[config.mk]
export PLATFORM = sky130hd
export DESIGN_NAME = alu_issue_seq
export DESIGN_NICKNAME = d
export VERILOG_FILES = /design/src/rtl/alu_pkg.sv /design/src/rtl/alu_seq_fifo.sv /design/src/rtl/alu_issue_seq.sv
export SDC_FILE = /design/constraint.sdc
export NUM_CORES = 1
export LEC_CHECK = 0
export BUFFER_PORTS_ARGS = -buffer_cell sky130_fd_sc_hd__buf_2
export CELL_PAD_IN_SITES_DETAIL_PLACEMENT = 0
export CELL_PAD_IN_SITES_GLOBAL_PLACEMENT = 1
export CORE_UTILIZATION = 39
export DETAILED_ROUTE_END_ITERATION = 12
export PLACE_DENSITY = 0.73
export SLEW_MARGIN = 20
export SYNTH_ARGS = -nofsm -noshare
export SYNTH_HDL_FRONTEND = slang
export SYNTH_HIERARCHICAL = 1
export SYNTH_SLANG_ARGS = --single-unit
[constraint.sdc]
create_clock -name i_clk -period 5.2 [get_ports i_clk]
set_input_delay 0.52 -clock i_clk [delete_from_list [all_inputs] [get_ports i_clk]]
set_output_delay 0.52 -clock i_clk [all_outputs]
set_load 0.01 [all_outputs]
[src/rtl/alu_pkg.sv]
// rtl/alu_pkg.sv - shared ALU opcodes, request/writeback structs
// Imported by the registered ALU and by alu_issue_seq.
package alu_pkg;

  localparam int ALU_W   = 32;
  localparam int SHAMT_W = 5;
  localparam int OP_W    = 4;

  localparam logic [OP_W-1:0] ALUOP_ADD   = 4'h0;
  localparam logic [OP_W-1:0] ALUOP_SUB   = 4'h1;
  localparam logic [OP_W-1:0] ALUOP_AND   = 4'h2;
  localparam logic [OP_W-1:0] ALUOP_OR    = 4'h3;
  localparam logic [OP_W-1:0] ALUOP_XOR   = 4'h4;
  localparam logic [OP_W-1:0] ALUOP_SLL   = 4'h5;
  localparam logic [OP_W-1:0] ALUOP_SRL   = 4'h6;
  localparam logic [OP_W-1:0] ALUOP_SRA   = 4'h7;
  localparam logic [OP_W-1:0] ALUOP_SLT   = 4'h8;
  localparam logic [OP_W-1:0] ALUOP_SLTU  = 4'h9;
  localparam logic [OP_W-1:0] ALUOP_BSET  = 4'hA;
  localparam logic [OP_W-1:0] ALUOP_BCLR  = 4'hB;
  localparam logic [OP_W-1:0] ALUOP_BEXT  = 4'hC;
  localparam logic [OP_W-1:0] ALUOP_PASSB = 4'hD;

  typedef struct packed {
    logic [OP_W-1:0]    opcode;
    logic [ALU_W-1:0]   wordA;
    logic [ALU_W-1:0]   wordB;
    logic [SHAMT_W-1:0] shamt;
  } alu_req_t;

  typedef struct packed {
    logic [ALU_W-1:0] result;
    logic             flag_equal;
    logic             flag_notequal;
  } alu_wb_t;

  // Idle drive: ADD of zeros, whose ALU output nobody consumes.
  function automatic alu_req_t alu_idle_req();
    alu_req_t r;
    r.opcode = ALUOP_ADD;
    r.wordA  = '0;
    r.wordB  = '0;
    r.shamt  = '0;
    return r;
  endfunction

endpackage

[src/rtl/alu_seq_fifo.sv]
// rtl/alu_seq_fifo.sv - result FIFO for alu_issue_seq
// Power-of-two depth, storage zeroed on reset, head read from rd_ptr.
module alu_seq_fifo #(
  parameter int DEPTH = 4,
  parameter int W     = 8
) (
  input  logic                     i_clk,
  input  logic                     i_rst_n,
  input  logic                     i_push,
  input  logic [W-1:0]             i_push_data,
  input  logic                     i_pop,
  output logic [W-1:0]             o_head,
  output logic [$clog2(DEPTH):0]   o_count
);

  localparam int AW = $clog2(DEPTH);
  localparam logic [AW:0] CNT_FULL = (AW+1)'(DEPTH);

  logic [W-1:0]  mem_q [DEPTH];
  logic [AW-1:0] wr_ptr_q, wr_ptr_d;
  logic [AW-1:0] rd_ptr_q, rd_ptr_d;
  logic [AW:0]   count_q, count_d;
  logic          do_push, do_pop;

  assign do_pop  = i_pop && (count_q != '0);
  assign do_push = i_push && ((count_q != CNT_FULL) || do_pop);

  always_comb begin
    wr_ptr_d = wr_ptr_q;
    rd_ptr_d = rd_ptr_q;
    count_d  = count_q;
    if (do_push) wr_ptr_d = wr_ptr_q + AW'(1);
    if (do_pop)  rd_ptr_d = rd_ptr_q + AW'(1);
    case ({do_push, do_pop})
      2'b10:   count_d = count_q + (AW+1)'(1);
      2'b01:   count_d = count_q - (AW+1)'(1);
      default: count_d = count_q;
    endcase
  end

  always_ff @(posedge i_clk or negedge i_rst_n) begin
    if (!i_rst_n) begin
      wr_ptr_q <= '0;
      rd_ptr_q <= '0;
      count_q  <= '0;
      for (int i = 0; i < DEPTH; i++) mem_q[i] <= '0;
    end else begin
      wr_ptr_q <= wr_ptr_d;
      rd_ptr_q <= rd_ptr_d;
      count_q  <= count_d;
      if (do_push) mem_q[wr_ptr_q] <= i_push_data;
    end
  end

  assign o_head  = mem_q[rd_ptr_q];
  assign o_count = count_q;

endmodule

[src/rtl/alu_issue_seq.sv]
// rtl/alu_issue_seq.sv - ALU request sequencer with in-flight tag and result FIFO
// Optional per-entry flag storage under ALU_SEQ_FLAGS_EN.
module alu_issue_seq
  import alu_pkg::*;
#(
  parameter int TAG_W = 5,
  parameter int DEPTH = 4
) (
  input  logic                i_clk,
  input  logic                i_rst_n,
  input  logic                i_req_valid,
  output logic                o_req_ready,
  input  logic [3:0]          i_req_opcode,
  input  logic [31:0]         i_req_wordA,
  input  logic [31:0]         i_req_wordB,
  input  logic [4:0]          i_req_shamt,
  input  logic [TAG_W-1:0]    i_req_tag,
  output logic [3:0]          o_alu_opcode,
  output logic [31:0]         o_alu_wordA,
  output logic [31:0]         o_alu_wordB,
  output logic [4:0]          o_alu_shamt,
  input  logic [31:0]         i_alu_result,
  input  logic                i_alu_flag_equal,
  input  logic                i_alu_flag_notequal,
  output logic                o_wb_valid,
  input  logic                i_wb_ready,
  output logic [31:0]         o_wb_result,
  output logic [TAG_W-1:0]    o_wb_tag,
  output logic                o_wb_flag_equal,
  output logic                o_wb_flag_notequal
);

  localparam int CW = $clog2(DEPTH) + 1;
  localparam logic [CW:0] CREDITS = (CW+1)'(DEPTH);

  alu_req_t         req_in, alu_drive;
  logic             accept;
  logic             inflight_v_q, inflight_v_d;
  logic [TAG_W-1:0] inflight_tag_q, inflight_tag_d;
  logic [CW-1:0]    fifo_count;
  logic [CW:0]      credit_used;

  assign req_in.opcode = i_req_opcode;
  assign req_in.wordA  = i_req_wordA;
  assign req_in.wordB  = i_req_wordB;
  assign req_in.shamt  = i_req_shamt;

  // Stored entries plus the one the ALU is computing must fit in the FIFO.
  assign credit_used = {1'b0, fifo_count} + {{CW{1'b0}}, inflight_v_q};
  assign o_req_ready = credit_used < CREDITS;
  assign accept      = i_req_valid && o_req_ready;

  always_comb begin
    alu_drive = alu_idle_req();
    if (accept) alu_drive = req_in;
  end

  assign o_alu_opcode = alu_drive.opcode;
  assign o_alu_wordA  = alu_drive.wordA;
  assign o_alu_wordB  = alu_drive.wordB;
  assign o_alu_shamt  = alu_drive.shamt;

  always_comb begin
    inflight_v_d   = accept;
    inflight_tag_d = accept ? i_req_tag : inflight_tag_q;
  end

  always_ff @(posedge i_clk or negedge i_rst_n) begin
    if (!i_rst_n) begin
      inflight_v_q   <= 1'b0;
      inflight_tag_q <= '0;
    end else begin
      inflight_v_q   <= inflight_v_d;
      inflight_tag_q <= inflight_tag_d;
    end
  end

`ifdef ALU_SEQ_FLAGS_EN
  localparam int EW = TAG_W + $bits(alu_wb_t);

  alu_wb_t wb_cap, wb_head;

  assign wb_cap.result        = i_alu_result;
  assign wb_cap.flag_equal    = i_alu_flag_equal;
  assign wb_cap.flag_notequal = i_alu_flag_notequal;
`else
  localparam int EW = TAG_W + 32;

  logic unused_alu_flags;
  assign unused_alu_flags = i_alu_flag_equal ^ i_alu_flag_notequal;
`endif

  logic [EW-1:0] push_data, head;

`ifdef ALU_SEQ_FLAGS_EN
  assign push_data          = {inflight_tag_q, wb_cap};
  assign wb_head            = head[$bits(alu_wb_t)-1:0];
  assign o_wb_result        = wb_head.result;
  assign o_wb_flag_equal    = wb_head.flag_equal;
  assign o_wb_flag_notequal = wb_head.flag_notequal;
`else
  assign push_data          = {inflight_tag_q, i_alu_result};
  assign o_wb_result        = head[31:0];
  assign o_wb_flag_equal    = 1'b0;
  assign o_wb_flag_notequal = 1'b0;
`endif

  assign o_wb_tag   = head[EW-1 -: TAG_W];
  assign o_wb_valid = (fifo_count != '0);

  alu_seq_fifo #(
    .DEPTH (DEPTH),
    .W     (EW)
  ) u_fifo (
    .i_clk       (i_clk),
    .i_rst_n     (i_rst_n),
    .i_push      (inflight_v_q),
    .i_push_data (push_data),
    .i_pop       (i_wb_ready),
    .o_head      (head),
    .o_count     (fifo_count)
  );

endmodule

==> flow_summary.json, run 1 <==
{
  "start_util_pct": 40.2,
  "fin_cells": 986,
  "grt_use_total_pct": 18.6,
  "clkTransAtPathRegs_ns": 0.07,
  "slew_headroom_pct": 26.5,
  "die_h_um": 142,
  "cts.repair.resized": 0,
  "die_w_um": 142,
  "syn_inst": 499,
  "seqPwrFrac_pct": 38.5,
  "synthToLayoutAreaGrowth_pct": 24.9,
  "first_pass_iters": 4,
  "cts_buffers": 17,
  "r2r-start": "u_fifo/o_count[0]$_DFFE_PN0P_",
  "yosysTopAreaCell": "dfrtp_1",
  "synthFlopType": "dfrtp_1",
  "final_cell_mix": "buf_2 (224), dfrtp_1 (159), mux2_2 (149), and3_1 (73), mux4_2 (37)",
  "netlist_area_um2": 7620,
  "grt_start_max_net_pins": 104,
  "avgSynthCellArea_um2": 15.3,
  "nNetsFinal": 834,
  "rows": 50,
  "htreeDepth": 4,
  "io_buffers": 225,
  "grt_pass1_vias": 5436,
  "startpoint_type": "flop",
  "ys_seq_area_share_pct": 52.8,
  "combinationalPowerShare_pct": 40.8,
  "drive_gt1_share_pct": 63.9,
  "r2r-end": "u_fifo/o_count[2]$_DFFE_PN0P_",
  "remaining_drc_errors": 0,
  "yosys_warnings": 6,
  "ios": 230,
  "async_flop_share_pct": 100,
  "vias_per_cell": 5.05,
  "drt_iter0_markers": 212,
  "maxCapViolCount": 0,
  "drv_slew": 0,
  "mostFrequentLayoutCell": "buf_2",
  "cts_root_buf": "clkbuf_16",
  "clockBufferDepth": 2,
  "route.antenna.remaining_nets": 0,
  "worstMarginPinSlew_ns": 1.10,
  "p_leak_nw": 4.57,
  "synth_area_leaders": "dfrtp_1 (53%), mux2_2 (22%), mux4_2 (11%), and3_1 (6.0%), buf_6 (1.9%)",
  "setup_viol": 0,
  "worstSetupPathType": "flop to primary output",
  "dp_hpwl_um": 12100,
  "ys_ff_latch": 161,
  "gr-total-overflow": 0,
  "clock_skew_ns": 0.00703,
  "finalCriticalPeriod_ns": 3.05,
  "hold_path.class": "input port to asynchronous set/reset pin",
  "insertion_delay_ns": 0.42,
  "synth_edf_count": 0,
  "cp-endpoint": "o_wb_result[25]",
  "synth_top_area_share_pct": 52.8,
  "p_clk_share_pct": 20.7,
  "r2r_setup_slack_ns": 2.70,
  "cp.required_ns": 4.68,
  "ir_worst_vdd_uv": 288,
  "hold_violations": 0,
  "wl_per_cell_um": 18.2,
  "rsz0062_at_grt": "false",
  "cts_hold_buffers": 0,
  "cp-end-kind": "primary output",
  "crit_arrival_ns": 2.53,
  "status": "finished clean",
  "gp_congestion": 0.687,
  "post-route-period-util_pct": 58.7,
  "ys_types": 27,
  "die_area_um2": 20100,
  "cp_max_fo": 22,
  "cts_sinks": 161,
  "cts_tree": "yes",
  "power_density_nw_per_um2": 645,
  "startpoint": "u_fifo/rd_ptr_q[0]$_DFFE_PN0P_",
  "finalSetupTns_ns": 0,
  "cts_setup_buffers": 0,
  "power.switching_mw": 2.03,
  "reg2reg_depth": 8,
  "grt_first_pass_wirelength_um": 28700,
  "fmax_mhz": 328,
  "core_region_area_um2": 19000,
  "intPower_mw": 4.12,
  "dp.cells": 952,
  "antenna_found_initial": 2,
  "vias": 4979,
  "routed_wl_um": 17900,
  "power.share.switching_pct": 33.0
}
[cell families after synthesis]
group,synth area share (%)
compound gates,0.279
other cells,0.0492
fa+ha+maj,1.08
buf+inv,3.84
flops,52.8
simple gates,7.17
mux,34.0
xor+xnor,0.689
[power groups by stage]
stage / Clock, mW / Combinational [mW] / Sequential [mW]
finish: 1.27 / 2.51 / 2.36
global route: 1.36 / 2.72 / 2.47
CTS: 1.31 / 2.52 / 2.38
detailed placement: 0 / 2.51 / 2.40
global placement: 0 / 2.45 / 2.32
floorplan: 0 / 1.94 / 2.15
[synthesized netlist by cell type (all sizes together), types with 3 or more instances]
| cell type | number |
|---|---|
| buf | 25 |
| inv | 5 |
| xor2 | 3 |
| dfrtp | 161 |
| clkbuf | 14 |
| nor2 | 5 |
| xnor2 | 3 |
| mux4 | 37 |
| nand2 | 5 |
| ha | 5 |
| mux2 | 154 |
| and3 | 73 |
[metrics by stage]
step                      total power [mW]  setup slack [ns]  util [%]  instance area (um2)  hold slack, ns
after floorplan                       4.08              3.06         -                 7630           0.224
after global routing                  6.55              1.97      50.3                 9530           0.268
after global placement                4.77              2.53      46.9                 8890           0.483
final                                 6.14              2.15      50.3                 9530           0.212
after detailed placement              4.91              2.51      46.9                 8890           0.491
after CTS                             6.21              2.06      50.1                 9500           0.239
[sequential cells by signal, summed over array words and instances, names as in the netlist]
name and cells:
inflight_tag_q 5, u_fifo/mem_q 148, u_fifo/o_count 3, inflight_v_q 1
u_fifo/rd_ptr_q 2, u_fifo/wr_ptr_q 2
[critical path, stage by stage, from the launching register on]
cell and delay [ns]:
dfrtp_2 0.79, buf_4 0.54, mux4_2 0.61, buf_2 0.16
[layer usage]
metal | up-vias | wire, um | GRT usage (%) | part of all wire [%]
met4 | 0 | 157 | 4.75 | 0.87
met2 | 123 | 9420 | 32.4 | 53
met1 | 2586 | 7690 | 24.0 | 43
met3 | 12 | 675 | 3.27 | 3.8
met5 | - | 0 | 0 | 0
li1 | 2258 | - | - | -
[worst min path at each step]
stage,endpoint,slack [ns]
6_report,u_fifo/mem_q[92]$_DFFE_PN0P_,0.21
3_3_place_gp,u_fifo/mem_q[45]$_DFFE_PN0P_,0.48
4_1_cts,u_fifo/mem_q[55]$_DFFE_PN0P_,0.24
3_5_place_dp,u_fifo/mem_q[59]$_DFFE_PN0P_,0.49
5_1_grt,u_fifo/mem_q[129]$_DFFE_PN0P_,0.27
2_1_floorplan,inflight_tag_q[0]$_DFFE_PN0P_,0.22
[cell type report]
| type | count | area (um2) |
|---|---|---|
| Sequential cell | 161 | 4030 |
| Fill cell | 1658 | 9430 |
| Inverter | 5 | 18.8 |
| Tap cell | 260 | 325 |
| Clock inverter | 14 | 169 |
| Antenna cell | 1 | 2.50 |
| Clock buffer | 18 | 439 |
| Multi-Input combinational cell | 295 | 3340 |
| Timing Repair Buffer | 232 | 1200 |
Note: power is estimated with default switching activity, not from simulation.
==> inputs of run 2 (changes only) <==
--- a/config.mk
+++ b/config.mk
@@ -8,9 +8,9 @@
 export BUFFER_PORTS_ARGS = -buffer_cell sky130_fd_sc_hd__buf_2
 export CELL_PAD_IN_SITES_DETAIL_PLACEMENT = 0
 export CELL_PAD_IN_SITES_GLOBAL_PLACEMENT = 1
-export CORE_UTILIZATION = 39
+export CORE_UTILIZATION = 38
 export DETAILED_ROUTE_END_ITERATION = 12
-export PLACE_DENSITY = 0.73
+export PLACE_DENSITY = 0.74
 export SLEW_MARGIN = 20
 export SYNTH_ARGS = -nofsm -noshare
 export SYNTH_HDL_FRONTEND = slang
==> constraint.sdc (replaced) <==
create_clock -name i_clk -period 2.8 [get_ports i_clk]
set_input_delay 0.28 -clock i_clk [delete_from_list [all_inputs] [get_ports i_clk]]
set_output_delay 0.28 -clock i_clk [all_outputs]
set_load 0.01 [all_outputs]
==> run 2 against run 1 <==
Utilization shrank 0.98 points. Critical path depth grew 5. Register-to-register slack lost 2.4 ns. Clock power up 95%. Worst setup slack got worse by 1.9 ns. Critical endpoint is now u_fifo/o_count[2]$_DFFE_PN0P_. Routed wire length down 0.84%. First-iteration DRC count decreased by 37%. Sequential power increased by 81%. Combinational power up 92%. Hold slack worse by 0.13 ns. Sequential share of layout area down 0.55 points.
==> flow_summary.json, run 2 (synthesized netlist as in run 1, its figures left out) <==
{
  "clockBufferDepth": 2,
  "p_leak_nw": 4.63,
  "intPower_mw": 7.85,
  "cts_buffers": 17,
  "cts.repair.resized": 0,
  "status": "finished clean",
  "mostFrequentLayoutCell": "buf_2",
  "first_pass_iters": 4,
  "startpoint": "u_fifo/o_count[0]$_DFFE_PN0P_",
  "cp.required_ns": 3.14,
  "grt_pass1_vias": 5199,
  "diodes": 0,
  "core_region_area_um2": 19600,
  "grt_use_total_pct": 17.8,
  "startpoint_type": "flop",
  "regMostFlops": "u_fifo/mem_q",
  "post-route-period-util_pct": 90.4,
  "maxCapViolCount": 0,
  "ir_worst_vdd_uv": 438,
  "antenna_found_initial": 0,
  "slew_headroom_pct": 45.0,
  "power.share.switching_pct": 32.3,
  "combinationalPowerShare_pct": 41.7,
  "r2r-start": "u_fifo/o_count[0]$_DFFE_PN0P_",
  "hp-start": "i_req_tag[4]",
  "wl_per_cell_um": 17.8,
  "htreeDepth": 4,
  "power.switching_mw": 3.74,
  "vias_per_cell": 5.06,
  "seqPwrFrac_pct": 36.9,
  "clkTransAtPathRegs_ns": 0.07,
  "grt_first_pass_wirelength_um": 27500,
  "finalCriticalPeriod_ns": 2.53,
  "drt_iter0_markers": 133,
  "hold_path.class": "input port to flop",
  "worstSetupPathType": "flop to flop",
  "fmax_mhz": 395,
  "p_total_mw": 11.6,
  "power_density_nw_per_um2": 1200,
  "drive_gt1_share_pct": 64.1,
  "gr-total-overflow": 0,
  "grt_start_max_net_pins": 75,
  "remaining_drc_errors": 0,
  "nNetsFinal": 842,
  "cts_tree": "yes",
  "routed_wl_um": 17800,
  "worstMarginPinSlew_ns": 0.825,
  "synthToLayoutAreaGrowth_pct": 26.6,
  "rows": 51,
  "setup_viol": 0,
  "cp-end-kind": "flop",
  "cts_sinks": 161,
  "die_area_um2": 20600,
  "insertion_delay_ns": 0.42,
  "die_w_um": 144,
  "start_util_pct": 38.9,
  "cts_hold_buffers": 1,
  "largest_reg_flops": 148,
  "hold_violations": 0,
  "cp_max_fo": 6,
  "final_cell_mix": "buf_2 (224), dfrtp_1 (159), mux2_2 (149), and3_1 (73), mux4_2 (37)",
  "clock_skew_ns": 0.00797,
  "vias": 5049,
  "dp_hpwl_um": 12300,
  "route.antenna.remaining_nets": 0,
  "ios": 230,
  "utilization_pct": 49.3,
  "crit_arrival_ns": 2.87,
  "die_h_um": 144,
  "gp_congestion": 0.731,
  "drv_slew": 0,
  "io_buffers": 225,
  "finalSetupTns_ns": 0,
  "p_clk_share_pct": 21.4,
  "cts_setup_buffers": 0,
  "rsz0062_at_grt": "false",
  "cts_root_buf": "clkbuf_16"
}
==> run 2: path summary, 6_finish.rpt <==
kind | cells past startpoint | slack [ns] | end
setup / recovery | 8 | 0.27 | u_fifo/o_count[2]$_DFFE_PN0P_
hold / removal | 2 | 0.08 | inflight_tag_q[4]$_DFFE_PN0P_
setup reg to reg | 8 | 0.27 | u_fifo/o_count[2]$_DFFE_PN0P_
hold reg to reg | 1 | 0.50 | u_fifo/mem_q[76]$_DFFE_PN0P_
max in group asynchronous | 3 | 1.44 | u_fifo/mem_q[83]$_DFFE_PN0P_
min in group asynchronous | 2 | 0.43 | u_fifo/mem_q[92]$_DFFE_PN0P_
==> run 2: per-stage QoR <==
step | hold WS, ns | std cells | area [um2] | setup WS (ns)
global placement | 0.320 | 965 | 9000 | 0.332
detailed placement | 0.339 | 965 | 9000 | 0.272
global route | 0.0643 | 998 | 9650 | 0.147
CTS | 0.0670 | 998 | 9650 | 0.250
floorplan | -0.0156 | 500 | 7630 | 0.678
finish | 0.0847 | 998 | 9650 | 0.270
==> run 2: layout make-up <==
class | count | area, um2
fill | 1754 | 9940
sequential | 161 | 4030
multi-input combinational | 295 | 3340
timing repair buffer | 240 | 1300
clock buffer | 18 | 439
tap | 265 | 332
clock inverter | 14 | 199
inverter | 5 | 18.8
==> run 2: critical path, stage by stage, from the launching register on <==
cell and delay [ns]:
dfrtp_1 0.47, nor4b_4 0.64, nand2b_1 0.26, ha_1 0.21, inv_1 0.06, fa_1 0.37
xor2_1 0.15, nor2_1 0.12, xor2_1 0.17
==> run 2: routing by layer <==
layer	share of wire [%]	track usage (%)	wire, um	up-vias
met1	43	22.3	7570	2647
met3	3.9	3.97	700	10
met5	0	0	0	-
met2	53	30.9	9390	112
li1	-	-	-	2280
met4	0.78	4.54	139	0
==> run 2: power groups by stage <==
stage	registers (mW)	clock network, mW	logic (mW)
5_1_grt	4.45	2.66	5.26
3_5_place_dp	4.34	0	4.91
6_report	4.28	2.48	4.83
2_1_floorplan	3.99	0	3.60
4_1_cts	4.30	2.55	4.93
3_3_place_gp	4.20	0	4.78
==> inputs of run 3 (changes only) <==
--- a/config.mk
+++ b/config.mk
@@ -8,6 +8,7 @@
 export BUFFER_PORTS_ARGS = -buffer_cell sky130_fd_sc_hd__buf_2
 export CELL_PAD_IN_SITES_DETAIL_PLACEMENT = 0
 export CELL_PAD_IN_SITES_GLOBAL_PLACEMENT = 1
+export CORE_ASPECT_RATIO = 1.25
 export CORE_UTILIZATION = 38
 export DETAILED_ROUTE_END_ITERATION = 12
 export PLACE_DENSITY = 0.74
==> run 3 against run 2 <==
Design area shrank 0.35%. Clock power shrank 10%. Maximum frequency grew 7.0%. Sequential power is essentially flat. First-iteration DRC count grew 79%. Utilization is essentially flat. Critical endpoint is now o_wb_tag[1]. Sequential share of layout area grew 0.15 points. Global-route usage grew 0.24 points. Register-to-register slack gained 0.30 ns. Largest cell class unchanged. Combinational power is essentially flat. Worst setup slack gained 0.17 ns.
==> flow_summary.json, run 3 (synthesized netlist as in run 1, its figures left out) <==
{
  "status": "finished clean",
  "io_buffers": 225,
  "die_area_um2": 20600,
  "antenna_found_initial": 2,
  "core_region_area_um2": 19500,
  "finalCriticalPeriod_ns": 2.36,
  "regArea_um2": 4030,
  "mostFrequentLayoutCell": "buf_2",
  "maxCapViolCount": 0,
  "gr-total-overflow": 0,
  "ir_worst_vdd_uv": 510,
  "cts_buffers": 17,
  "route.antenna.remaining_nets": 0,
  "p_clk_share_pct": 19.6,
  "drt_iter0_markers": 238,
  "multi_input_area_um2": 3340,
  "grt_pass1_vias": 5407,
  "regMostFlops": "u_fifo/mem_q",
  "final_cell_mix": "buf_2 (224), dfrtp_1 (159), mux2_2 (149), and3_1 (73), mux4_2 (37)",
  "insertion_delay_ns": 0.42,
  "cp.required_ns": 2.52,
  "rows": 57,
  "cp_max_fo": 13,
  "slew_headroom_pct": 44.6,
  "wl_per_cell_um": 17.5,
  "cp-end-kind": "primary output",
  "dp_hpwl_um": 12600,
  "cts_sinks": 161,
  "p_leak_nw": 4.63,
  "htreeDepth": 4,
  "routed_wl_um": 17500,
  "first_pass_iters": 4,
  "power_density_nw_per_um2": 1180,
  "largest_reg_flops": 148,
  "clkTransAtPathRegs_ns": 0.06,
  "finalSetupTns_ns": 0,
  "clock_skew_ns": 0.00778,
  "vias_per_cell": 5.00,
  "fillers": 1758,
  "final_cell_area_um2": 9620,
  "drv_slew": 0,
  "cts_setup_buffers": 0,
  "utilization_pct": 49.2,
  "setup_viol": 0,
  "crit_arrival_ns": 2.08,
  "drive_gt1_share_pct": 64.3,
  "start_util_pct": 39.0,
  "worstSetupPathType": "flop to primary output",
  "placed_area_um2": 9020,
  "worstMarginPinSlew_ns": 0.831,
  "cts_tree": "yes",
  "grt_start_max_net_pins": 80,
  "remaining_drc_errors": 0,
  "seqPwrFrac_pct": 37.8,
  "power.share.switching_pct": 32.5,
  "startpoint_type": "flop",
  "die_h_um": 160,
  "post-route-period-util_pct": 84.4,
  "die_w_um": 129,
  "combinationalPowerShare_pct": 42.6,
  "grt_first_pass_wirelength_um": 28300,
  "intPower_mw": 7.66,
  "hold_violations": 0,
  "ios": 230,
  "gp_congestion": 0.818,
  "cts_root_buf": "clkbuf_16",
  "fmax_mhz": 423,
  "grt_use_total_pct": 18.0,
  "nNetsFinal": 846,
  "vias": 5006,
  "power.switching_mw": 3.70,
  "rsz0062_at_grt": "false",
  "synthToLayoutAreaGrowth_pct": 26.2,
  "hold_path.class": "input port to flop",
  "clockBufferDepth": 2
}
[run 3: changes by cell type in the layout (fill, tap and decap cells not counted)]
cell and delta:
buf_12 -1, buf_4 +5, bufinv_16 -3, clkbuf_8 +3, clkinv_2 -1, clkinv_4 +5, diode_2 +1, inv_6 -5
[run 3: area by class of cell]
class                      instances  area share [%]
sequential                       161            41.9
tap                              265            3.45
multi-input combinational        295            34.7
clock inverter                    10            1.08
antenna                            1          0.0260
inverter                           5           0.195
clock buffer                      21            4.99
timing repair buffer             244            13.7
[run 3: final timing paths]
path,from,endpoint,slack [ns],depth (start not counted)
max,u_fifo/rd_ptr_q[0]$_DFFE_PN0P_,o_wb_tag[1],0.44,3
min,i_req_tag[1],inflight_tag_q[1]$_DFFE_PN0P_,0.1,2
max reg2reg,u_fifo/o_count[1]$_DFFE_PN0P_,u_fifo/o_count[2]$_DFFE_PN0P_,0.57,8
min reg2reg,u_fifo/mem_q[14]$_DFFE_PN0P_,u_fifo/mem_q[14]$_DFFE_PN0P_,0.50,1
max in group asynchronous,i_rst_n,u_fifo/mem_q[93]$_DFFE_PN0P_,1.52,3
min in group asynchronous,i_rst_n,u_fifo/mem_q[43]$_DFFE_PN0P_,0.48,2
[run 3: through the flow]
| stage | std cells | hold WS, ns | power [mW] | setup WS [ns] |
|---|---|---|---|---|
| after floorplan | 500 | -0.0156 | 7.58 | 0.678 |
| after global placement | 969 | 0.342 | 8.98 | 0.675 |
| after detailed placement | 969 | 0.367 | 9.27 | 0.616 |
| after CTS | 1001 | 0.0747 | 11.6 | 0.347 |
| after global routing | 1002 | 0.0713 | 12.1 | 0.290 |
| final | 1002 | 0.0993 | 11.4 | 0.437 |
[run 3: critical path, stage by stage, from the launching register on]
cell and delay, ns:
dfrtp_2 0.68, buf_4 0.29, mux4_2 0.54, buf_2 0.17
[run 3: timing repair]
action | in CTS | in global routing
resized for setup | 0 | 0
endpoints found under the hold margin | 76 | 0
hold buffers | 1 | 0
[run 3: power groups by stage]
stage / logic (mW) / registers, mW / clock network (mW)
floorplan: 3.60 / 3.99 / 0
finish: 4.83 / 4.29 / 2.22
CTS: 4.94 / 4.32 / 2.30
detailed placement: 4.91 / 4.36 / 0
global route: 5.24 / 4.48 / 2.40
global placement: 4.76 / 4.22 / 0
[run 3: metal layers]
layer | global-route usage (%) | wire length [um]
met1 | 21.9 | 7050
met2 | 31.8 | 9590
met3 | 3.80 | 703
met4 | 5.40 | 177
met5 | 0 | 13
